`config.mk`:
```
export PLATFORM = sky130hd
export DESIGN_NAME = iob_eth_mem_arbiter
export DESIGN_NICKNAME = d
export VERILOG_FILES = /design/src/rtl/iob_eth_mem_arbiter.sv
export SDC_FILE = /design/constraint.sdc
export NUM_CORES = 1
export LEC_CHECK = 0
export ABC_CLOCK_PERIOD_IN_PS = 2800
export BUFFER_PORTS_ARGS = -buffer_cell sky130_fd_sc_hd__buf_2
export CORE_ASPECT_RATIO = 2
export CORE_MARGIN = 8
export CORE_UTILIZATION = 35
export DETAILED_ROUTE_END_ITERATION = 8
export PLACE_DENSITY = 0.67
export SLEW_MARGIN = 10
export SYNTH_ARGS = -nofsm -noshare
export SYNTH_HDL_FRONTEND = slang
export SYNTH_SLANG_ARGS = --single-unit
```
`constraint.sdc`:
```
create_clock -name clk -period 2.8 [get_ports clk]
set_input_delay 0.56 -clock clk [delete_from_list [all_inputs] [get_ports clk]]
set_output_delay 0.56 -clock clk [all_outputs]
set_load 0.02 [all_outputs]
```
`src/rtl/iob_eth_mem_arbiter.sv`:
```
// ---------------------------------------------------------------------------
// iob_eth_mem_arbiter
//   Round-robin arbiter sharing one system-memory IOb port between the CPU
//   data master (m0) and the Ethernet MAC DMA master (m1). The grant is held
//   for a whole transaction. A watchdog completes a transaction that the
//   memory never acknowledges.
//
// Ports:
//   clk, rst            system clock, synchronous active-high reset
//   m0_* / m1_*         IOb slave ports facing the CPU and the MAC DMA
//   mem_*               IOb master port facing memory / interconnect
//   busy_o              high while a transaction is outstanding
//   timeout_o           one-cycle pulse when the watchdog aborts a transaction
//
// States:
//   state | meaning
//   IDLE  | no transaction outstanding, arbitrating between m0 and m1
//   BUSY  | mem_* carries the granted request, waiting for mem_ready
// ---------------------------------------------------------------------------
module iob_eth_mem_arbiter #(
    parameter int ADDR_W    = 32,
    parameter int DATA_W    = 32,
    parameter int TIMEOUT_W = 12
) (
    input  logic                clk,
    input  logic                rst,

    input  logic                m0_valid,
    input  logic [ADDR_W-1:0]   m0_address,
    input  logic [DATA_W-1:0]   m0_wdata,
    input  logic [DATA_W/8-1:0] m0_wstrb,
    output logic [DATA_W-1:0]   m0_rdata,
    output logic                m0_ready,

    input  logic                m1_valid,
    input  logic [ADDR_W-1:0]   m1_address,
    input  logic [DATA_W-1:0]   m1_wdata,
    input  logic [DATA_W/8-1:0] m1_wstrb,
    output logic [DATA_W-1:0]   m1_rdata,
    output logic                m1_ready,

    output logic                mem_valid,
    output logic [ADDR_W-1:0]   mem_address,
    output logic [DATA_W-1:0]   mem_wdata,
    output logic [DATA_W/8-1:0] mem_wstrb,
    input  logic [DATA_W-1:0]   mem_rdata,
    input  logic                mem_ready,

    output logic                busy_o,
    output logic                timeout_o
);

    typedef enum logic {
        IDLE = 1'b0,
        BUSY = 1'b1
    } state_t;

    state_t                state_q, state_d;
    logic                  grant_q, grant_d;            // 0 = m0, 1 = m1
    logic                  last_grant_q, last_grant_d;
    logic [TIMEOUT_W-1:0]  watchdog_q, watchdog_d;
    logic                  mem_valid_q, mem_valid_d;
    logic [ADDR_W-1:0]     mem_address_q, mem_address_d;
    logic [DATA_W-1:0]     mem_wdata_q, mem_wdata_d;
    logic [DATA_W/8-1:0]   mem_wstrb_q, mem_wstrb_d;

    logic [TIMEOUT_W-1:0]  watchdog_inc;
    logic                  watchdog_tc;
    logic                  done;
    logic                  abort;
    logic                  ready_any;

    // The watchdog holds the number of completed BUSY cycles, so the abort
    // fires in the BUSY cycle whose increment would reach all-ones, i.e. the
    // (2^TIMEOUT_W-1)-th cycle without mem_ready.
    assign watchdog_inc = watchdog_q + {{(TIMEOUT_W-1){1'b0}}, 1'b1};
    assign watchdog_tc  = &watchdog_inc;

    always_comb begin
        state_d       = state_q;
        grant_d       = grant_q;
        last_grant_d  = last_grant_q;
        watchdog_d    = watchdog_q;
        mem_valid_d   = mem_valid_q;
        mem_address_d = mem_address_q;
        mem_wdata_d   = mem_wdata_q;
        mem_wstrb_d   = mem_wstrb_q;
        done          = 1'b0;
        abort         = 1'b0;

        case (state_q)
            IDLE: begin
                if (m0_valid || m1_valid) begin
                    // Contention goes to whoever did not win last time.
                    grant_d       = (m0_valid && m1_valid) ? ~last_grant_q : m1_valid;
                    last_grant_d  = grant_d;
                    mem_valid_d   = 1'b1;
                    mem_address_d = grant_d ? m1_address : m0_address;
                    mem_wdata_d   = grant_d ? m1_wdata   : m0_wdata;
                    mem_wstrb_d   = grant_d ? m1_wstrb   : m0_wstrb;
                    watchdog_d    = '0;
                    state_d       = BUSY;
                end
            end
            BUSY: begin
                if (mem_ready) begin
                    // A real completion beats a coincident terminal count.
                    done = 1'b1;
                end else if (watchdog_tc) begin
                    abort = 1'b1;
                end else begin
                    watchdog_d = watchdog_inc;
                end
                if (done || abort) begin
                    mem_valid_d = 1'b0;
                    mem_wstrb_d = '0;
                    watchdog_d  = '0;
                    state_d     = IDLE;
                end
            end
            default: state_d = IDLE;
        endcase
    end

    // A reset edge terminates the transaction silently, so completions are
    // masked while rst is asserted.
    assign ready_any = (done || abort) && !rst;

    assign m0_ready  = ready_any && !grant_q;
    assign m1_ready  = ready_any &&  grant_q;
    assign m0_rdata  = (m0_ready && done) ? mem_rdata : '0;
    assign m1_rdata  = (m1_ready && done) ? mem_rdata : '0;
    assign timeout_o = abort && !rst;

    assign mem_valid   = mem_valid_q;
    assign mem_address = mem_address_q;
    assign mem_wdata   = mem_wdata_q;
    assign mem_wstrb   = mem_wstrb_q;
    assign busy_o      = (state_q == BUSY);

    always_ff @(posedge clk) begin
        if (rst) begin
            state_q       <= IDLE;
            grant_q       <= 1'b0;
            last_grant_q  <= 1'b1;
            watchdog_q    <= '0;
            mem_valid_q   <= 1'b0;
            mem_address_q <= '0;
            mem_wdata_q   <= '0;
            mem_wstrb_q   <= '0;
        end else begin
            state_q       <= state_d;
            grant_q       <= grant_d;
            last_grant_q  <= last_grant_d;
            watchdog_q    <= watchdog_d;
            mem_valid_q   <= mem_valid_d;
            mem_address_q <= mem_address_d;
            mem_wdata_q   <= mem_wdata_d;
            mem_wstrb_q   <= mem_wstrb_d;
        end
    end

endmodule

```
==> key figures <==
GRT
  – First-pass GRT wire length: 23700 µm
  – Largest net degree at the start of global routing: 102
  – Initial antenna violation count: 1
  – Vias in the first global route: 4827
  – GRT Resource Usage Total: between 10% and 20%
  – Remaining Overflow, GRT: 0

Critical path
  – Reg2reg end: watchdog_q[11]
  – Worst path arrival time: 2.34 ns
  – Worst setup startpoint: watchdog_q[1]
  – Worst Path Max Fanout: 6
  – Setup Crit Path Kind: reg -> out
  – Reg2reg setup slack: 0.46 ns
  – Critical path required time: 2.24 ns
  – R2R depth: 8
  – CP startpoint kind: flip-flop
  – Reg-to-reg critical path startpoint: watchdog_q[1]
  – Crit path capture type: output port
  – CP endpoint: timeout_o

Timing
  – Max-slew headroom: 59.8%
  – Worst-margin pin slew: 0.603 ns
  – Worst Hold Margin: 0.488 ns
  – Crit share post-route: 103%
  – Fin Clk Skew: between 0.006 and 0.007 ns
  – Highest clock rate: 345 MHz
  – Final WS setup: -0.0954 ns
  – Fin crit period: 2.90 ns
  – Setup-failing EPs final: 1
  – Hold Fails Final Rpt: 0
  – Final Max Tran Viols: 0
  – Unrepaired setup endpoints after global routing: true

Synth
  – Ys async rst share: 0%
  – Synth Net Count: 689
  – Synth Register Bits: between 80 and 90
  – Synth Instances: just over 500
  – Synth area leaders: dfxtp_1 38%, mux2i_1 16%, a211oi_1 12%, and2_1 9.3%, nor2_1 7.0%
  – Area share of the largest cell type after synthesis: 38.3%
  – Netlist cell types: 44
  – EDFF count, synth: 0
  – Post-synthesis sequential area ratio: 38.3%
  – Synthesized area: between 4000 and 5000 µm²
  – Synth warn: 0
  – Yosys top cell by area: dfxtp_1
  – Top cells by count, synth: 84 x dfxtp_1, 82 x nor2_1, 69 x mux2i_1
  – Avg Cell Area, Syn: 8.56 µm²
  – Post-synth top flop: dfxtp_1
  – Top-count cell post-synth: dfxtp_1

Route
  – Detail Route Antenna Nets: 0
  – Residual DRC: 0
  – Detailed-route via count: about 4800
  – Drt first-iter violations: 135
  – First-pass iteration count of the detailed router: 4
  – WL final: ~16000 µm
  – Via density per instance: 4.97
  – DR WL/cell: 16.4 µm

Finish
  – ANT cells: 0
  – Nets: 989
  – Layout cell share with drive strength beyond 1: 44.7%
  – Fin area: 6550 µm²
  – Layout area overhead: 49.0%
  – Layout filler cell count: 1181
  – Final Util: 52.8%

Outcome
  – Status: finished with violations
  – Failing checks: setup timing

Place
  – Port bufs: 309
  – Placer congestion estimate: 0.919
  – Place WS: 0.0580 ns
  – Placed cell areas: a little over 6000 µm²
  – Post-DP HPWL: 13000 µm

Floorplan
  – Core ar.: 12400 µm²
  – Die W: 95.2 µm
  – Chip height: 174 µm
  – Cell Rows: 58
  – Die area: about 17000 µm²
  – Ports: 310
  – Initial Util: 35.4%

Clocking
  – CTS H-tree depth: 3
  – CTS tree: yes
  – Clock Sinks: 84
  – CTS root buf: clkbuf_16
  – Reg clk slew, reported paths: 0.07 ns
  – CTS Buffer Depth: 2
  – TritonCTS Buffers: 9
  – Worst-skew pair later-pin latency: 0.34 ns

Power and ir drop
  – Tot Pwr: 0.00333 W
  – Worst vdd ir: 0.313 mV
  – Lkg Pwr: 3.27 nW
  – Pwr dens: 509 nW/µm²

Min path
  – Worst min-delay path class: reg -> reg
  – Hold Path Origin: mem_valid

Run
  – Total of max-cap violations: 0
[power breakdown]
group	internal (W)	switching (W)
sequential	0.00130	0.0000544
clock	0.000696	0.000514
combinational	0.000315	0.000455
total	0.00231	0.00102
[per-layer routing]
metal / vias up / GRT usage (%) / wire length, µm
met3: 20 / 7.65 / 2160
met2: 289 / 30.7 / 7310
met1: 2077 / 18.7 / 5990
met5: - / 0 / 13
met4: 2 / 6.89 / 388
li1: 2417 / - / -
[how the worst min path moves through the flow]
stage | to | slack (ns) | depth (start not counted)
finish | mem_valid | 0.49 | 2
global route | mem_wdata[2] | 0.51 | 2
CTS | mem_valid | 0.49 | 2
detailed placement | mem_valid | 0.46 | 2
global placement | mem_valid | 0.45 | 2
floorplan | watchdog_q[9] | 0.47 | 2
[per-stage QoR]
stage / cells / TNS (ns)
global route: 967 / -0.243
detailed placement: 950 / 0
floorplan: 513 / 0
finish: 967 / -0.0954
global placement: 950 / 0
CTS: 965 / -0.118
[kinds of logic after synthesis]
logic type,count (synthesis),synth area share [%]
simple gates,203,23.4
buf+inv,51,4.53
mux,69,15.7
compound gates,102,17.0
xor+xnor,1,0.199
flops,84,38.3
fa+ha+maj,3,0.855
[area by class of cell]
cell class / instances / area [µm²] / share of cell area [%]
Timing Repair Buffer: 333 / 1760 / 26.9
Inverter: 7 / 26.3 / 0.401
Multi-Input combinational cell: 378 / 2580 / 39.5
Sequential cell: 84 / 1690 / 25.9
Clock inverter: 6 / 71.3 / 1.09
Tap cell: 150 / 188 / 2.87
Clock buffer: 9 / 225 / 3.44
[timing repair]
item,CTS,global route
resized for setup,8,10
buffers inserted,0,2
endpoints found under the setup margin,3,3
hold buffers,0,0
pin swaps,0,6
[layout by cell type, fill, tap and decap left out, types with 2 or more instances in the layout]
| master | n |
|---|---|
| nand4_1 | 3 |
| dfxtp_4 | 2 |
| a211oi_1 | 68 |
| dfxtp_1 | 79 |
| buf_12 | 2 |
| inv_6 | 3 |
| or3b_1 | 2 |
| buf_4 | 23 |
| a21oi_1 | 7 |
| o21a_1 | 4 |
| clkbuf_16 | 9 |
| a31oi_1 | 6 |
| o21ai_1 | 3 |
| nor4_1 | 2 |
| clkinvlp_4 | 2 |
| nand3_1 | 9 |
| o21ai_0 | 2 |
| nor2_1 | 81 |
| buf_2 | 307 |
| ha_1 | 2 |
| nand2b_1 | 4 |
| mux2i_1 | 69 |
| nand2_1 | 18 |
| nor3_1 | 5 |
| dfxtp_2 | 3 |
| inv_1 | 7 |
| and2_1 | 65 |
| nor3_2 | 2 |
[flip-flops by register name, indices dropped and copies added (netlist names)]
register and count:
watchdog_q 12, mem_valid 1, mem_wstrb 4, mem_wdata 32, last_grant_q 1, mem_address 32, grant_q 1, busy_o 1
[worst max-delay path, stage by stage, from the launching register on]
cell and delay, ns:
dfxtp_4 0.37, ha_4 0.17, nand4b_1 0.16, nor4_1 0.23, buf_4 0.16, nor3_2 0.04
or4b_4 0.53, nor3_4 0.21, buf_6 0.14
Note: power is estimated with default switching activity, not from simulation.
